`src/rtl/router_pkg.sv`:
```
// Shared router definitions: default geometry and the width helper used by the
// FIFO, FSM and synchronizer blocks.
package router_pkg;
    localparam int ROUTER_NUM_CH_DFLT  = 3;
    localparam int ROUTER_TIMEOUT_DFLT = 30;

    function automatic int clog2(input int v);
        int r;
        r = 0;
        while ((1 << r) < v) r++;
        return r;
    endfunction
endpackage

```
`src/rtl/router_sync_timer.sv`:
```
// Per-channel stall supervisor: pulses soft_reset for one cycle after TIMEOUT
// consecutive edges of unread valid data.
module router_sync_timer
    import router_pkg::*;
#(
    parameter int TIMEOUT = ROUTER_TIMEOUT_DFLT,
    localparam int TMR_W  = clog2(TIMEOUT)
) (
    input  logic clock,
    input  logic reset,
    input  logic vld,
    input  logic rd,
    output logic soft_reset
);
    logic [TMR_W-1:0] cnt;
    logic             stall;

    assign stall = vld & ~rd;

    // The only way out of a running count is a read, an empty FIFO, or the pulse itself.
    always_ff @(posedge clock or posedge reset) begin
        if (reset) begin
            cnt        <= '0;
            soft_reset <= 1'b0;
        end else if (!stall) begin
            cnt        <= '0;
            soft_reset <= 1'b0;
        end else if (cnt == TMR_W'(TIMEOUT - 1)) begin
            cnt        <= '0;
            soft_reset <= 1'b1;
        end else begin
            cnt        <= cnt + TMR_W'(1);
            soft_reset <= 1'b0;
        end
    end
endmodule

```
`src/rtl/router_sync_param.sv`:
```
// Router synchronizer: latches the header address, steers write enable / full
// to the addressed FIFO, and supervises every output channel for stalls.
module router_sync_param
    import router_pkg::*;
#(
    parameter int NUM_CH   = ROUTER_NUM_CH_DFLT,
    parameter int TIMEOUT  = ROUTER_TIMEOUT_DFLT,
    localparam int ADDR_W  = clog2(NUM_CH)
) (
    input  logic              clock,
    input  logic              reset,
    input  logic              detect_add,
    input  logic [ADDR_W-1:0] data_in,
    input  logic              write_enb_reg,
    input  logic [NUM_CH-1:0] full,
    input  logic [NUM_CH-1:0] empty,
    input  logic [NUM_CH-1:0] read_enb,
    output logic [NUM_CH-1:0] write_enb,
    output logic              fifo_full,
    output logic [NUM_CH-1:0] vld_out,
    output logic [NUM_CH-1:0] soft_reset,
    output logic              addr_err
);
    logic [ADDR_W-1:0] addr_q;
    logic              addr_ok_q;

    // Reset points at channel 0, which always exists, so the address reads as valid.
    always_ff @(posedge clock or posedge reset) begin
        if (reset) begin
            addr_q    <= '0;
            addr_ok_q <= 1'b1;
        end else if (detect_add) begin
            addr_q    <= data_in;
            addr_ok_q <= {1'b0, data_in} < (ADDR_W + 1)'(NUM_CH);
        end
    end

    always_comb begin
        write_enb = '0;
        fifo_full = 1'b0;
        for (int i = 0; i < NUM_CH; i++) begin
            if (addr_ok_q && addr_q == ADDR_W'(i)) begin
                write_enb[i] = write_enb_reg;
                fifo_full    = full[i];
            end
        end
    end

    assign vld_out  = ~empty;
    assign addr_err = ~addr_ok_q;

    for (genvar i = 0; i < NUM_CH; i++) begin : g_ch
        router_sync_timer #(.TIMEOUT(TIMEOUT)) u_tmr (
            .clock      (clock),
            .reset      (reset),
            .vld        (vld_out[i]),
            .rd         (read_enb[i]),
            .soft_reset (soft_reset[i])
        );
    end
endmodule

```
`config.mk`:
```
export PLATFORM = sky130hd
export DESIGN_NAME = router_sync_param
export DESIGN_NICKNAME = d
export VERILOG_FILES = /design/src/rtl/router_pkg.sv /design/src/rtl/router_sync_timer.sv /design/src/rtl/router_sync_param.sv
export SDC_FILE = /design/constraint.sdc
export NUM_CORES = 1
export LEC_CHECK = 0
export BUFFER_PORTS_ARGS = -buffer_cell sky130_fd_sc_hd__buf_2
export CAP_MARGIN = 20
export CORE_MARGIN = 5
export CORE_UTILIZATION = 45
export DETAILED_ROUTE_END_ITERATION = 10
export PLACE_DENSITY = 0.72
export SLEW_MARGIN = 20
export SYNTH_ARGS = -nofsm -noshare
export SYNTH_HDL_FRONTEND = slang
export SYNTH_SLANG_ARGS = --single-unit
```
`constraint.sdc`:
```
create_clock -name clock -period 1.69 [get_ports clock]
set_clock_uncertainty 0.05 [all_clocks]
set_input_delay 0.338 -clock clock [delete_from_list [all_inputs] [get_ports clock]]
set_output_delay 0.338 -clock clock [all_outputs]
set_load 0.03 [all_outputs]
```
==> impl_results.md, run 1 <==
- Core area: 2150 um^2
- Crit end category: primary output
- Post-synth top flop: dfrtp_1
- R2R depth: 5
- Crit Path Class: register to primary output
- Startpoint types: register
- Final antenna-violating net count: 0
- Static Leak: 0.600 nW
- Share of layout cells above drive strength 1: 29.8%
- Design Power: 0.885 mW
- Mapped Cells: 95
- Wire per inst: 11.1 um
- Synth-to-layout area growth: 19.8%
- Synth Area in Compound Gates: 1.40%
- Combinational family with the most area after synthesis: simple AND/OR/NAND/NOR gates
- Syn_area_per_cell: 10.4 um^2
- Number of flops mapped to enable cells by yosys: 0
- TritonCTS clock tree: done
- Final WL: 1.65 mm
- Detailed placement HPWL: 1.30 mm
- Yosys top cell area share: 50.9%
- All-Layer GR Usage: 10.9%
- Worst rel slew slack: 83.0%
- Core Rows: 17
- Setup WS post-layout: 7.01 ps
- #FFs+latches synth: 21
- Critical Path Source: addr_ok_q
- Yosys cell types: 19
- # H-tree levels: 1
- Reg-to-Reg End: g_ch[1].u_tmr.cnt[4]
- I/O Buffers: 25
- Critical Path RT: 1300 ps
- Synth Area in XOR/XNOR: 8.02%
- Worst VDD drop: 0.000417 V
- Initial antenna violation count: 0
- Mux cell area share after synthesis: 3.31%
- Via count: 700
- RSZ-0062 raised after global routing: true
- Pins over their slew limit: 0
- First drt pass iteration count: 2
- PwrDens: 751 nW/um^2
- Final GP Congestion: 0.812
- Async set-reset flop share out of synthesis: 100%
- Vertical die dimension: 56.8 um
- Simple-gate share of the synthesized area: 18.4%
- Least-Margin Pin Slew: 255 ps
- Starting Density: 45.8%
- Syn nets: 116
- Worst-path fanout max: 3
- Clk sink count: 21
- Layout Nets: 143
- Chip Width: 56.8 um
- Setup slack after placement: 262 ps
- GR Overflow Total: 0
- # IOs: 26
- Synthesized area: 983 um^2
- Achievable frequency: 594 MHz
- DR vias/cell: 4.70
- Largest net degree at the start of global routing: 12
- CTS Buf Count: 3
- Vias in the first global route: 689
- Reg-to-reg slack, setup: 540 ps
- Seq/Total Area, Yosys: 53.6%
- First-pass GRT wire length: 2.80 mm
- Arrival time at the worst endpoint: 1290 ps
- Syn. warnings: 0
- Synth top area cells: dfrtp_1, ha_1, nor2_1
- Adder-Cell Fraction of Synth Area: 7.63%
- Number of diodes: 0
- Skew-Pair Late Insertion Delay: 290 ps
- Initial drt markers: 4
- Final Hold Viols: 0
- Post-synth top cells: dfrtp_1, nor2_1, inv_1
- Critical R2R Launch: g_ch[1].u_tmr.cnt[1]
- # DRC: 0
- Clk buf depth: 2
- Critical Path End: write_enb[1]
- Post-layout min period: 1680 ps
- Die area: 3220 um^2
- Clock-pin slew on the worst setup and hold paths: 110 ps
- Hold WC Path Type: primary input to register
- Cell taking the most area after synthesis: dfrtp_1
- Status: finished, final reports clean
- Final period util: 99.6%
- Root buf cell: clkbuf_4
- Max-cap viol count: 0
- Final setup fails: 0
## worst min-delay path by stage
stage                      startpoint                       end  slack [ps]  depth (start not counted)
final                      data_in[0]                 addr_ok_q         150                          2
after detailed placement        reset      g_ch[0].u_tmr.cnt[2]         220                          2
after CTS                  data_in[0]                 addr_ok_q         140                          2
after global routing      read_enb[0]  g_ch[0].u_tmr.soft_reset         130                          2
after global placement          reset      g_ch[0].u_tmr.cnt[0]         220                          2
after floorplan                 reset                 addr_q[0]         260                          1
## cell families (layout without fill, tap and decap cells)
group                      after synthesis  after routing
AOI/OAI and AO/OA                        2              2
buffers and inverters                   14             40
adders and majority gates                6              6
DFF                                     21             21
xor gates and xnor gates                 9              9
muxes                                    3              3
and+or+nand+nor                         40             40
## per-layer routing
metal / part of all wire [%] / global-route usage [%]
met1: 42 / 12.4
met2: 47 / 18.8
met3: 9.5 / 3.22
met4: 1.1 / 4.97
met5: 0 / 0
## timing repair
action	CTS	global route
resized for setup	4	4
setup endpoints to repair	4	4
setup buffers	0	0
hold buffers	1	0
hold endpoints to repair	5	0
pin swaps	1	2
## cell type report
| cell class | instances | area [um^2] |
|---|---|---|
| fillers | 209 | 970 |
| clock buffers | 4 | 26.3 |
| well taps | 28 | 35.0 |
| flip-flops and latches | 21 | 528 |
| multi-input cells | 60 | 399 |
| inverters | 8 | 30.0 |
| repair buffers | 28 | 160 |
## power by group
part           leakage [nW]  switching [mW]  internal (mW)  total (mW)
registers             0.281          0.0169          0.518       0.534
clock network        0.0150           0.134         0.0916       0.226
logic                 0.304          0.0721         0.0525       0.125
## per-stage QoR
stage / cells / setup TNS [ps] / util [%] / instance area, um^2 / hold slack, ps
finish: 149 / 0 / 54.9 / 1180 / 147
global route: 149 / -128 / 54.9 / 1180 / 133
global placement: 144 / 0 / 52.3 / 1120 / 218
floorplan: 95 / 0 / - / 993 / 264
detailed placement: 144 / 0 / 52.3 / 1120 / 224
CTS: 149 / 0 / 54.4 / 1170 / 138
## critical path: stages, from the launching register on
cell	delay, ps
dfstp_2	580
nand2_4	60
nor3b_2	180
buf_4	180
## cells in the final DEF (no fill, tap or decap)
master and n:
nor2_1 20, ha_1 6, xnor2_1 3, nand3_1 6, dlygate4sd3_1 1, nand2_4 1, mux2_2 1, dfrtp_1 19
nand2_1 3, mux2_1 1, xor2_1 6, inv_1 8, clkbuf_1 1, dfrtp_2 1, dfstp_2 1, buf_2 21
nand3b_1 1, a31oi_1 1, mux2i_1 1, o21a_1 1, nand4_1 3, nor3_1 4, clkbuf_4 3, nor3b_2 2
buf_4 6
## registers in the layout, summed over array words and instances, names as in the netlist
name,count
addr_q,2
g_ch.u_tmr.cnt,15
addr_ok_q,1
g_ch.u_tmr.soft_reset,3
Power figures use the tool's default switching activity.
==> run 2: changes to the inputs <==
- SYNTH_HIERARCHICAL: unset -> 1
==> run 2 against run 1 <==
  * Via count shrank 0.29%
  * Sequential share of layout area fell by 0.89 points
  * Worst hold slack got worse by 5.3 ps
==> impl_results.md, run 2 <==
- Least-Margin Pin Slew: 237 ps
- Reg with most FFs: g_ch.u_tmr/cnt
- HP Start: read_enb[1]
- Die area: 3150 um^2
- Initial antenna violation count: 0
- First-pass GRT wire length: 2.97 mm
- Crit end category: primary output
- Final period util: 99.0%
- R2R depth: 4
- Skew-Pair Late Insertion Delay: 290 ps
- DR vias/cell: 4.75
- Worst-path fanout max: 3
- Final Non-Filler Cells: 147
- Syn_area_per_cell: 10.7 um^2
- Critical Path End: fifo_full
- Final WL: 1.76 mm
- Placement Cell Area: 1130 um^2
- Static Leak: 0.604 nW
- Clk buf depth: 2
- Simple-gate share of the synthesized area: 19.9%
- First drt pass iteration count: 4
- Area of the multi-input gates: 420 um^2
- Initial drt markers: 9
- Via count: 698
- Reg-to-reg slack, setup: 470 ps
- Syn nets: 110
- RSZ-0062 raised after global routing: true
- Share of layout cells above drive strength 1: 33.3%
- Async set-reset flop share out of synthesis: 100%
- Synth-to-layout area growth: 25.8%
- Critical Path Source: addr_ok_q
- Fillcell total: 175
- Cell taking the most area after synthesis: dfrtp_1
- Worst VDD drop: 0.000513 V
- WP buf/inv: 2
- Mapped Cells: 89
- Starting Density: 47.8%
- Final GP Congestion: 0.824
- Post-placement cell count: 141
- Critical R2R Launch: g_ch[2].u_tmr/cnt[0]
- TritonCTS clock tree: done
- GR Overflow Total: 0
- Detailed placement HPWL: 1.37 mm
- #FFs+latches synth: 21
- Hold WC Path Type: primary input to register
- Most frequent cells in the layout: buf_2, dfrtp_1, nor2_1
- WHS: 142 ps
- Register area: 528 um^2
- Metal2 WL: 923 um
- Combinational family with the most area after synthesis: simple AND/OR/NAND/NOR gates
- Clock-pin slew on the worst setup and hold paths: 110 ps
- Pins over their slew limit: 0
- Vias in the first global route: 728
- Largest net degree at the start of global routing: 12
- Final Cell Area: 1200 um^2
- Chip Width: 56.1 um
- Post-synth top cells: dfrtp_1, nor2_1, inv_1
- Top Registers: g_ch.u_tmr/cnt: 15 flops, g_ch.u_tmr/soft_reset: 3 flops, addr_q: 2 flops
- Synth Area in XOR/XNOR: 8.25%
- Status: finished, final reports clean
- PwrDens: 748 nW/um^2
- Synth Area in Compound Gates: 2.23%
- CTS Buf Count: 3
- Adder-Cell Fraction of Synth Area: 7.85%
- M1 wire length: 690 um
- Max reg flops: 15
- Seq/Total Area, Yosys: 55.1%
- Worst rel slew slack: 84.2%
- Final antenna-violating net count: 0
- Critical Path RT: 1300 ps
- Post-layout min period: 1670 ps
- Cell family with most CP delay: flip-flops
- Synth top area cells: dfrtp_1, ha_1, nor2_1
- Yosys top cell area share: 52.4%
- Commonest non-fill, non-tap cell in the layout: buf_2
- # IOs: 26
- Ordered list of cells on the worst path: inv_2 -> a211oi_2 -> buf_4
- # H-tree levels: 1
- Syn. warnings: 6
- Number of flops mapped to enable cells by yosys: 0
- Arrival time at the worst endpoint: 1280 ps
- Final setup fails: 0
- Clk sink count: 21
- Synthesized area: 956 um^2
- Mux cell area share after synthesis: 2.36%
- All-Layer GR Usage: 12.0%
- Yosys cell types: 19
- Core Rows: 16
- Startpoint types: register
- Slowest CP cell: dfstp_2
- Crit. path cell count: 3
- Post-synth top flop: dfrtp_1
- Met3 Wirelength: 119 um
- Root buf cell: clkbuf_4
- Reg-to-Reg End: g_ch[2].u_tmr/cnt[2]
- Number of diodes: 0
- Core area: 2000 um^2
- Max-cap viol count: 0
- I/O Buffers: 25
- Final Hold Viols: 0
- Wire per inst: 11.9 um
- Layout Nets: 142
- Highest Signal Layer: met4
- Vertical die dimension: 56.1 um
- Largest stage delay, worst path: 570 ps
- # DRC: 0
- Achievable frequency: 598 MHz
- Count leader, synth: dfrtp_1
- Crit Path Class: register to primary output
run 2: changes by cell type after synthesis, sizes merged:
cell	previous run	this run
buf	6	0
nand2b	0	1
nand3b	1	3
o21a	1	0
mux2i	1	0
a211oi	0	2
nand2	4	1
nor2b	0	1
nor2	20	16
inv	8	11
nor3b	2	5
nor3	4	1
run 2: layout make-up:
cell class / count / share of cell area (%)
flip-flops and latches: 21 / 43.9
multi-input cells: 57 / 35.0
repair buffers: 27 / 12.7
inverters: 11 / 3.43
well taps: 27 / 2.81
clock buffers: 4 / 2.19
run 2: report_power, final:
| group | internal, mW | switching, mW | leakage [nW] |
|---|---|---|---|
| Clock | 0.0917 | 0.138 | 0.0150 |
| Combinational | 0.0583 | 0.0770 | 0.308 |
| Sequential | 0.518 | 0.0177 | 0.281 |
| Total | 0.668 | 0.232 | 0.604 |
run 2: per-layer routing:
layer,vias up,GRT usage [%]
met1,326,12.3
met2,17,21.2
met4,0,7.12
met3,2,3.71
li1,353,-
met5,-,0
run 2: kinds of logic after synthesis:
| group | after synthesis |
|---|---|
| simple gates | 37 |
| compound gates | 3 |
| xor+xnor | 9 |
| mux | 2 |
| buf+inv | 11 |
| fa+ha+maj | 6 |
| flops | 21 |
run 2: through the flow:
step / worst slack, ps / total power, mW / setup TNS (ps) / utilization (%)
2_1_floorplan: 28.3 / 0.618 / 0 / -
3_5_place_dp: 211 / 0.663 / 0 / 56.4
6_report: 17.6 / 0.900 / 0 / 60.1
3_3_place_gp: 256 / 0.658 / 0 / 56.4
4_1_cts: -19.1 / 0.913 / -19.1 / 59.6
5_1_grt: -51.0 / 0.942 / -177 / 60.1
run 2: what timing repair did:
action	CTS	global route
setup buffers	1	0
hold buffers	1	0
endpoints found under the hold margin	20	0
pin swaps	3	1
resized for setup	5	6
setup endpoints to repair	4	4
run 2: worst min path at each step:
stage	end	depth (start not counted)
after CTS	g_ch[1].u_tmr/soft_reset	2
after floorplan	addr_q[0]	1
final	g_ch[1].u_tmr/soft_reset	2
after detailed placement	addr_q[0]	2
after global routing	g_ch[0].u_tmr/soft_reset	2
after global placement	addr_q[0]	2
==> run 3: changes to the inputs <==
- CORE_UTILIZATION: 45 -> 54
- PLACE_DENSITY: 0.72 -> 0.84
==> run 3 against run 2 <==
  * The run now ends with setup timing left
  * First-iteration DRC count fell by 22%
  * Sequential power barely moved
  * Via count rose by 3.0%
  * Setup slack got worse by 44 ps
  * Utilization rose by 9.7 points
  * Clock power rose by 3%
  * Clock-buffer cell count fell by 1
  * Critical path depth did not move
  * Register-to-register slack got worse by 20 ps
  * Wire length rose by 3.2%
  * Die area fell by 14%
==> impl_results.md, run 3 (synthesized netlist as in run 2, its figures left out) <==
- Ordered list of cells on the worst path: nand2_4 -> nor3_1 -> buf_4
- Slowest CP cell: dfstp_2
- Metal2 WL: 925 um
- Initial antenna violation count: 0
- Final antenna-violating net count: 0
- Worst rel slew slack: 81.3%
- Clk sink count: 21
- I/O Buffers: 25
- Vias in the first global route: 715
- Commonest non-fill, non-tap cell in the layout: buf_2
- DR vias/cell: 4.96
- All-Layer GR Usage: 14.9%
- Skew-Pair Late Insertion Delay: 300 ps
- # DRC: 0
- Clk buf depth: 2
- CTS Buf Count: 3
- Met3 Wirelength: 129 um
- Vertical die dimension: 52.1 um
- PwrDens: 759 nW/um^2
- Crit Path Class: register to primary output
- Final Hold Viols: 0
- Number of diodes: 0
- Highest Signal Layer: met4
- Startpoint types: register
- Setup slack after placement: 214 ps
- Hold WC Path Type: primary input to register
- Core Rows: 15
- Worst VDD drop: 0.000473 V
- Reg with most FFs: g_ch.u_tmr/cnt
- GR Overflow Total: 0
- TritonCTS clock tree: done
- Static Leak: 0.602 nW
- Cell family with most CP delay: flip-flops
- # H-tree levels: 1
- Post-layout min period: 1720 ps
- Most frequent cells in the layout: buf_2, dfrtp_1, nor2_1
- Final WL: 1.81 mm
- Max reg flops: 15
- Chip Width: 52.1 um
- RSZ-0062 raised after global routing: true
- First-pass GRT wire length: 2.95 mm
- # IOs: 26
- Starting Density: 56.0%
- Arrival time at the worst endpoint: 1330 ps
- Final setup fails: 2
- Top Registers: g_ch.u_tmr/cnt: 15 flops, g_ch.u_tmr/soft_reset: 3 flops, addr_q: 2 flops
- Final Non-Filler Cells: 145
- Crit end category: primary output
- First drt pass iteration count: 4
- Die area: 2710 um^2
- Post-placement cell count: 139
- Wire per inst: 12.5 um
- Final period util: 102%
- Via count: 719
- Setup TNS: -27.9 ps
- Reg-to-reg slack, setup: 450 ps
- WP buf/inv: 1
- Detailed placement HPWL: 1.41 mm
- Largest stage delay, worst path: 590 ps
- Initial drt markers: 7
- Core area: 1710 um^2
- M1 wire length: 734 um
- Failing checks: setup timing
- Largest net degree at the start of global routing: 13
- Synth-to-layout area growth: 24.6%
- Layout Nets: 142
- Status: finished with violations
- Critical Path RT: 1300 ps
- Achievable frequency: 582 MHz
- Clock-pin slew on the worst setup and hold paths: 120 ps
- Max-cap viol count: 0
- Final GP Congestion: 0.745
- Pins over their slew limit: 0
- Root buf cell: clkbuf_4
- Worst-path fanout max: 3
- Share of layout cells above drive strength 1: 31.7%
- Least-Margin Pin Slew: 278 ps
- Setup WS post-layout: -26.8 ps
run 3: changes by cell type in the layout (fill, tap and decap cells not counted), sizes merged:
cell / delta
clkbuf: -1
clkinv: +1
run 3: report_power, final:
part	total, mW	internal (mW)	switching (mW)	leakage [nW]
clock network	0.237	0.0881	0.149	0.0177
registers	0.534	0.518	0.0163	0.281
logic	0.133	0.0549	0.0777	0.303
total	0.904	0.661	0.243	0.602
run 3: path summary, 6_finish.rpt:
kind | start | endpoint | cells after the start
min in group asynchronous | reset | addr_q[0] | 3
max in group asynchronous | reset | g_ch[2].u_tmr/soft_reset | 3
max | addr_ok_q | write_enb[0] | 3
min | read_enb[0] | g_ch[0].u_tmr/soft_reset | 2
min reg2reg | g_ch[0].u_tmr/cnt[0] | g_ch[0].u_tmr/cnt[0] | 1
max reg2reg | g_ch[1].u_tmr/cnt[0] | g_ch[1].u_tmr/cnt[3] | 4
run 3: what timing repair did:
item                       4_1_cts  5_1_grt
buffers inserted                 1        0
hold endpoints to repair        20        0
pin swaps                        2        1
setup endpoints to repair        4        4
hold buffers                     1        0
gates resized for setup          6        2
run 3: area by class of cell:
| cell class | instances | area [um^2] |
|---|---|---|
| repair buffers | 27 | 153 |
| clock inverters | 1 | 5.00 |
| clock buffers | 3 | 22.5 |
| well taps | 25 | 31.3 |
| multi-input cells | 57 | 410 |
| flip-flops and latches | 21 | 528 |
| inverters | 11 | 41.3 |
| fillers | 133 | 517 |
run 3: routing by layer:
layer | track usage (%) | vias up
met5 | 0 | -
met4 | 8.73 | 0
met3 | 4.01 | 2
met2 | 24.9 | 17
met1 | 16.9 | 346
li1 | - | 354
run 3: stage by stage:
stage / utilization (%) / hold WS (ps) / total power, mW / instance area [um^2]
after floorplan: - / 40.9 / 0.618 / 971
after global placement: 66.0 / 189 / 0.657 / 1130
after detailed placement: 66.0 / 193 / 0.663 / 1130
after CTS: 69.3 / 130 / 0.908 / 1180
after global routing: 69.7 / 119 / 0.949 / 1190
final: 69.7 / 131 / 0.904 / 1190
